### config.mk
export PLATFORM = sky130hd
export DESIGN_NAME = gcd_job_sequencer
export DESIGN_NICKNAME = d
export VERILOG_FILES = /design/src/rtl/gcd_pkg.sv /design/src/rtl/gcd_job_sequencer.sv
export SDC_FILE = /design/constraint.sdc
export NUM_CORES = 1
export LEC_CHECK = 0
export ABC_AREA = 1
export BUFFER_PORTS_ARGS = -buffer_cell sky130_fd_sc_hd__buf_4
export CORE_MARGIN = 4
export CORE_UTILIZATION = 30
export CTS_CLUSTER_DIAMETER = 100
export DETAILED_ROUTE_END_ITERATION = 7
export SYNTH_ARGS = -nofsm -noshare
export SYNTH_HDL_FRONTEND = slang
export SYNTH_SLANG_ARGS = --single-unit
export TNS_END_PERCENT = 30
### constraint.sdc
create_clock -name clk -period 2.15 [get_ports clk]
set_clock_uncertainty 0.1 [all_clocks]
set_input_delay 0.215 -clock clk [delete_from_list [all_inputs] [get_ports clk]]
set_output_delay 0.215 -clock clk [all_outputs]
set_load 0.01 [all_outputs]
### src/rtl/gcd_pkg.sv
// Shared definitions for the GCD job sequencer: default datapath width and FSM state encoding.
package gcd_pkg;

  localparam int GCD_W = 16;

  typedef enum logic [2:0] {
    ST_IDLE   = 3'd0,
    ST_LOAD_A = 3'd1,
    ST_LOAD_B = 3'd2,
    ST_WAIT   = 3'd3,
    ST_BYP    = 3'd4,
    ST_HOLD   = 3'd5,
    ST_CLEAR  = 3'd6
  } seq_state_t;

endpackage

### src/rtl/gcd_job_sequencer.sv
// Feeds (A,B) pairs to the subtractive GCD core over its shared load bus and collects results.
// Optional wait watchdog: define GCD_SEQ_TIMEOUT_EN to abort a job after TIMEOUT cycles in WAIT.
module gcd_job_sequencer
  import gcd_pkg::*;
#(
  parameter int W       = GCD_W,
  parameter int TIMEOUT = 4095
) (
  input  logic         clk,
  input  logic         rst,
  input  logic         in_valid,
  output logic         in_ready,
  input  logic [W-1:0] in_a,
  input  logic [W-1:0] in_b,
  output logic         core_start,
  output logic [W-1:0] core_data,
  output logic         core_rst,
  input  logic         core_done,
  input  logic [W-1:0] core_result,
  output logic         res_valid,
  input  logic         res_ready,
  output logic [W-1:0] res_data,
  output logic         res_err
);

  seq_state_t   state;
  logic [W-1:0] a_q;
  logic [W-1:0] b_q;
  logic         core_used_q;
  logic         wd_fire;

  always_ff @(posedge clk) begin
    if (rst) begin
      state       <= ST_IDLE;
      in_ready    <= 1'b0;
      core_start  <= 1'b0;
      core_data   <= '0;
      core_rst    <= 1'b1;
      res_valid   <= 1'b0;
      res_data    <= '0;
      a_q         <= '0;
      b_q         <= '0;
      core_used_q <= 1'b0;
    end else begin
      core_start <= 1'b0;
      core_rst   <= 1'b0;
      case (state)
        ST_IDLE: begin
          in_ready <= 1'b1;
          if (in_valid && in_ready) begin
            in_ready <= 1'b0;
            a_q      <= in_a;
            b_q      <= in_b;
            // The core never terminates on a zero operand, so those jobs skip it entirely.
            if (in_a == '0 || in_b == '0) begin
              core_used_q <= 1'b0;
              state       <= ST_BYP;
            end else begin
              core_used_q <= 1'b1;
              core_data   <= in_a;
              core_start  <= 1'b1;
              state       <= ST_LOAD_A;
            end
          end
        end
        ST_LOAD_A: begin
          core_data <= b_q;
          state     <= ST_LOAD_B;
        end
        ST_LOAD_B: state <= ST_WAIT;
        ST_WAIT: begin
          if (core_done) begin
            res_data  <= core_result;
            res_valid <= 1'b1;
            state     <= ST_HOLD;
          end else if (wd_fire) begin
            res_data  <= '0;
            res_valid <= 1'b1;
            state     <= ST_HOLD;
          end
        end
        ST_BYP: begin
          res_data  <= a_q | b_q;
          res_valid <= 1'b1;
          state     <= ST_HOLD;
        end
        ST_HOLD: begin
          if (res_ready) begin
            res_valid <= 1'b0;
            if (core_used_q) begin
              core_rst <= 1'b1;
              state    <= ST_CLEAR;
            end else begin
              in_ready <= 1'b1;
              state    <= ST_IDLE;
            end
          end
        end
        ST_CLEAR: begin
          in_ready <= 1'b1;
          state    <= ST_IDLE;
        end
        default: begin
          in_ready <= 1'b0;
          core_rst <= 1'b1;
          state    <= ST_IDLE;
        end
      endcase
    end
  end

`ifdef GCD_SEQ_TIMEOUT_EN
  localparam int CNT_W = $clog2(TIMEOUT + 1);

  logic [CNT_W-1:0] wait_cnt;

  // Fires on the TIMEOUT-th WAIT cycle; the counter is zero on the first one.
  assign wd_fire = (state == ST_WAIT) && !core_done && (wait_cnt == CNT_W'(TIMEOUT - 1));

  always_ff @(posedge clk) begin
    if (rst) begin
      wait_cnt <= '0;
      res_err  <= 1'b0;
    end else begin
      wait_cnt <= (state == ST_WAIT) ? wait_cnt + CNT_W'(1) : '0;
      if (state == ST_WAIT || state == ST_BYP)
        res_err <= wd_fire;
    end
  end
`else
  // Watchdog compiled out: never fires, and results are never flagged as aborted.
  assign wd_fire = (TIMEOUT < 0);
  assign res_err = 1'b0;
`endif

endmodule

==> results by group <==
Outcome
  • Status: completed

Setup path
  • CP Cell Sequence: dlygate4sd3_1, buf_4, nor2_1, nand2_1, nor2_1, nand2_1, nand3_1, nand2_1, buf_4, a21oi_1, nor2_1
  • Setup CP Type: in -> reg
  • CP peak stage delay: ~0.55 ns
  • Largest delay share family, worst path: buffers and inverters
  • Crit path launch type: input pin
  • Worst Setup SP: in_a[14]
  • Worst path slowest cell: dlygate4sd3_1
  • CP required: between 2 and 2.5 ns
  • R2R Setup Slk: about 0.35 ns
  • Critical Path End Type: register
  • Worst r2r src: state[0]
  • Critical path buffer and inverter count: 3
  • Worst path arrival time: between 1.5 and 2 ns
  • CP max FO: 32

Timing
  • Post-route setup TNS: 0 ns
  • Max-slew violations: 0
  • Final setup viols: 0
  • Worst slew pin tran: 0.746 ns
  • Slew Limit Headroom: 0.502
  • Final hold vios: 0
  • Crit path time final: about 1.8 ns
  • Fmax achieved: ~560 MHz
  • Unrepaired setup endpoints after global routing: false
  • Period utilization: 0.838

Min path
  • Worst hold-check path type: in -> reg
  • Worst hold start: in_a[0]

Final layout
  • Final Util: 0.399
  • Share of cells above drive strength 1: 0.208
  • Fillers: 1140
  • Antenna diode count: 0
  • Final cell count without fillers: between 700 and 800
  • Area Overhead vs Synth: 30.4%
  • Fin nets: about 630

Pwr
  • Leakage power: 2.03 nW
  • Total power draw: 0.00397 W
  • Max IR drop VDD: 0.303 mV
  • PwrDens: 922 nW/µm²

Synth
  • Synth cell types: 21
  • Most area-hungry cell type in the Yosys netlist: dfxtp_1
  • Post-Syn Area: roughly 3300 µm²
  • Syn Area/Cell: between 6 and 7 µm²
  • Synth top area cells: dfxtp_1 44%, nor2_1 14%, o21ai_0 13%, nand2_1 8.2%, a21oi_1 6.1%
  • Sequential area share after synthesis: 0.437
  • Synth Instances: roughly 500
  • Synth top area share: 0.437
  • Count leader, synth: nor2_1
  • Synth warn: 0
  • Top_reg_cell synth: dfxtp_1
  • Async set or reset register ratio after synthesis: 0
  • Syn Nets: about 550
  • EDFF count, synth: 0
  • Synth top cells by count: 122 x nor2_1, 84 x o21ai_0, 72 x dfxtp_1, 72 x nand2_1, 40 x a21oi_1
  • Synth Register Bits: about 70

Run
  • Max-Cap Viols: 0

Placed design
  • Buffers on Ports: 88
  • Hpwl dp: around 7000 µm
  • # placed instances: about 700
  • Routability congestion estimate: about 0.86

Die
  • Core area: approximately 11000 µm²
  • IO Count: 90
  • Initial Utilization: 0.306
  • Die Wd: between 100 and 150 µm
  • Die height: 113 µm
  • # rows: 38
  • Die ar.: roughly 13000 µm²

CTS
  • Clock Pin Slew Worst Setup and Hold Paths: roughly 0.080 ns
  • TritonCTS Sinks: approximately 70
  • CTS tree: built
  • CTS root buffer: clkbuf_8
  • CTS H-tree lvls: 3
  • Clock latency on the worst-skew pair: 0.34 ns
  • Clk buf depth: 2
  • Number of buffers created by CTS: 9

Routing
  • Vias post-DR: between 3000 and 4000
  • 1st-iter DRT viols: around 250
  • # DRC: 0
  • Drt first pass iters: 4
  • Drt total wl: around 9500 µm
  • Wirelength per Cell: 13.1 µm
  • Vias/cell: 4.57
  • Routed Antenna Nets: 0

Global route
  • Overall Global Routing Usage: 0.152
  • Number of global-route vias before repair: about 3200
  • Initial antenna violation count: 0
  • Pin count of the biggest net entering global routing: 50
  • GRT overflow: 0
  • First-pass GRT wire length: 15500 µm
[final cells by class]
cell class,count,area (µm²),share of cell area
Inverter,45,171,0.0398
Clock inverter,6,82.6,0.0192
Tap cell,140,175,0.0407
Timing Repair Buffer,99,753,0.175
Clock buffer,10,138,0.0320
Multi-Input combinational cell,349,1540,0.358
Sequential cell,72,1440,0.335
[worst paths after layout]
path / cells past startpoint / to
worst max-delay path: 11 / core_data[7]
worst min-delay path: 3 / a_q[0]
worst max register to register: 8 / b_q[7]
worst min register to register: 2 / b_q[14]
[cell families after synthesis]
logic type | Yosys count | synth area share
compound gates | 125 | 0.190
buf+inv | 74 | 0.0962
flops | 72 | 0.437
other cells | 1 | 0.00114
simple gates | 223 | 0.276
[power by group]
part / switching [W] / leakage (nW) / internal [W]
Clock: 0.000519 / 0.112 / 0.000679
Sequential: 0.000115 / 0.589 / 0.00155
Combinational: 0.000649 / 1.33 / 0.000457
Total: 0.00128 / 2.03 / 0.00268
[layer usage]
metal / vias to the layer above / global-route usage / wire length (µm) / part of all wire
li1: 1730 / - / - / -
met1: 1486 / 0.198 / 4360 / 0.46
met2: 67 / 0.246 / 4550 / 0.48
met3: 11 / 0.0305 / 399 / 0.042
met4: 0 / 0.0593 / 144 / 0.015
met5: - / 0 / 0 / 0
[worst register-to-register path, cell delays in order, from the launching register on]
cell and delay (ns):
dfxtp_1 0.35, nor2_2 0.18, inv_2 0.06, nor2_4 0.15, inv_2 0.06, nor2_4 0.09, inv_2 0.28, o21ai_0 0.33
a21oi_1 0.06
[stage by stage]
step | hold WS (ns) | setup slack (ns) | cell area, µm²
2_1_floorplan | 0.241 | 0.670 | 3300
3_3_place_gp | 0.354 | 0.367 | 4040
3_5_place_dp | 0.357 | 0.358 | 4040
4_1_cts | 0.000160 | 0.346 | 4300
5_1_grt | 0.0312 | 0.164 | 4300
6_report | 0.0122 | 0.349 | 4300
[repair_timing]
item,CTS,global route
hold buffers,4,0
endpoints found under the hold margin,8,0
buffers inserted,0,0
resized for setup,0,0
[registers in the layout, indices dropped and copies added (netlist names)]
signal / flops
in_ready: 1
b_q: 16
res_data: 16
core_start: 1
core_data: 16
state: 3
core_used_q: 1
a_q: 16
res_valid: 1
core_rst: 1
[cell usage in the layout, fill, tap and decap left out]
cell and instances:
bufinv_16 2, inv_1 39, clkinv_1 1, clkinvlp_4 1, dlygate4sd3_1 4, buf_4 95, inv_2 4, a21oi_1 40
nor2_8 1, nand2_4 1, nand3_1 22, dfxtp_1 72, conb_1 1, inv_4 1, o31ai_1 1, nor2_1 122
nand2_1 72, nor2_4 2, nor2_2 1, o21ai_0 84, clkinv_2 3, or2_1 2, clkbuf_8 10
Note: power is estimated with default switching activity, not from simulation.
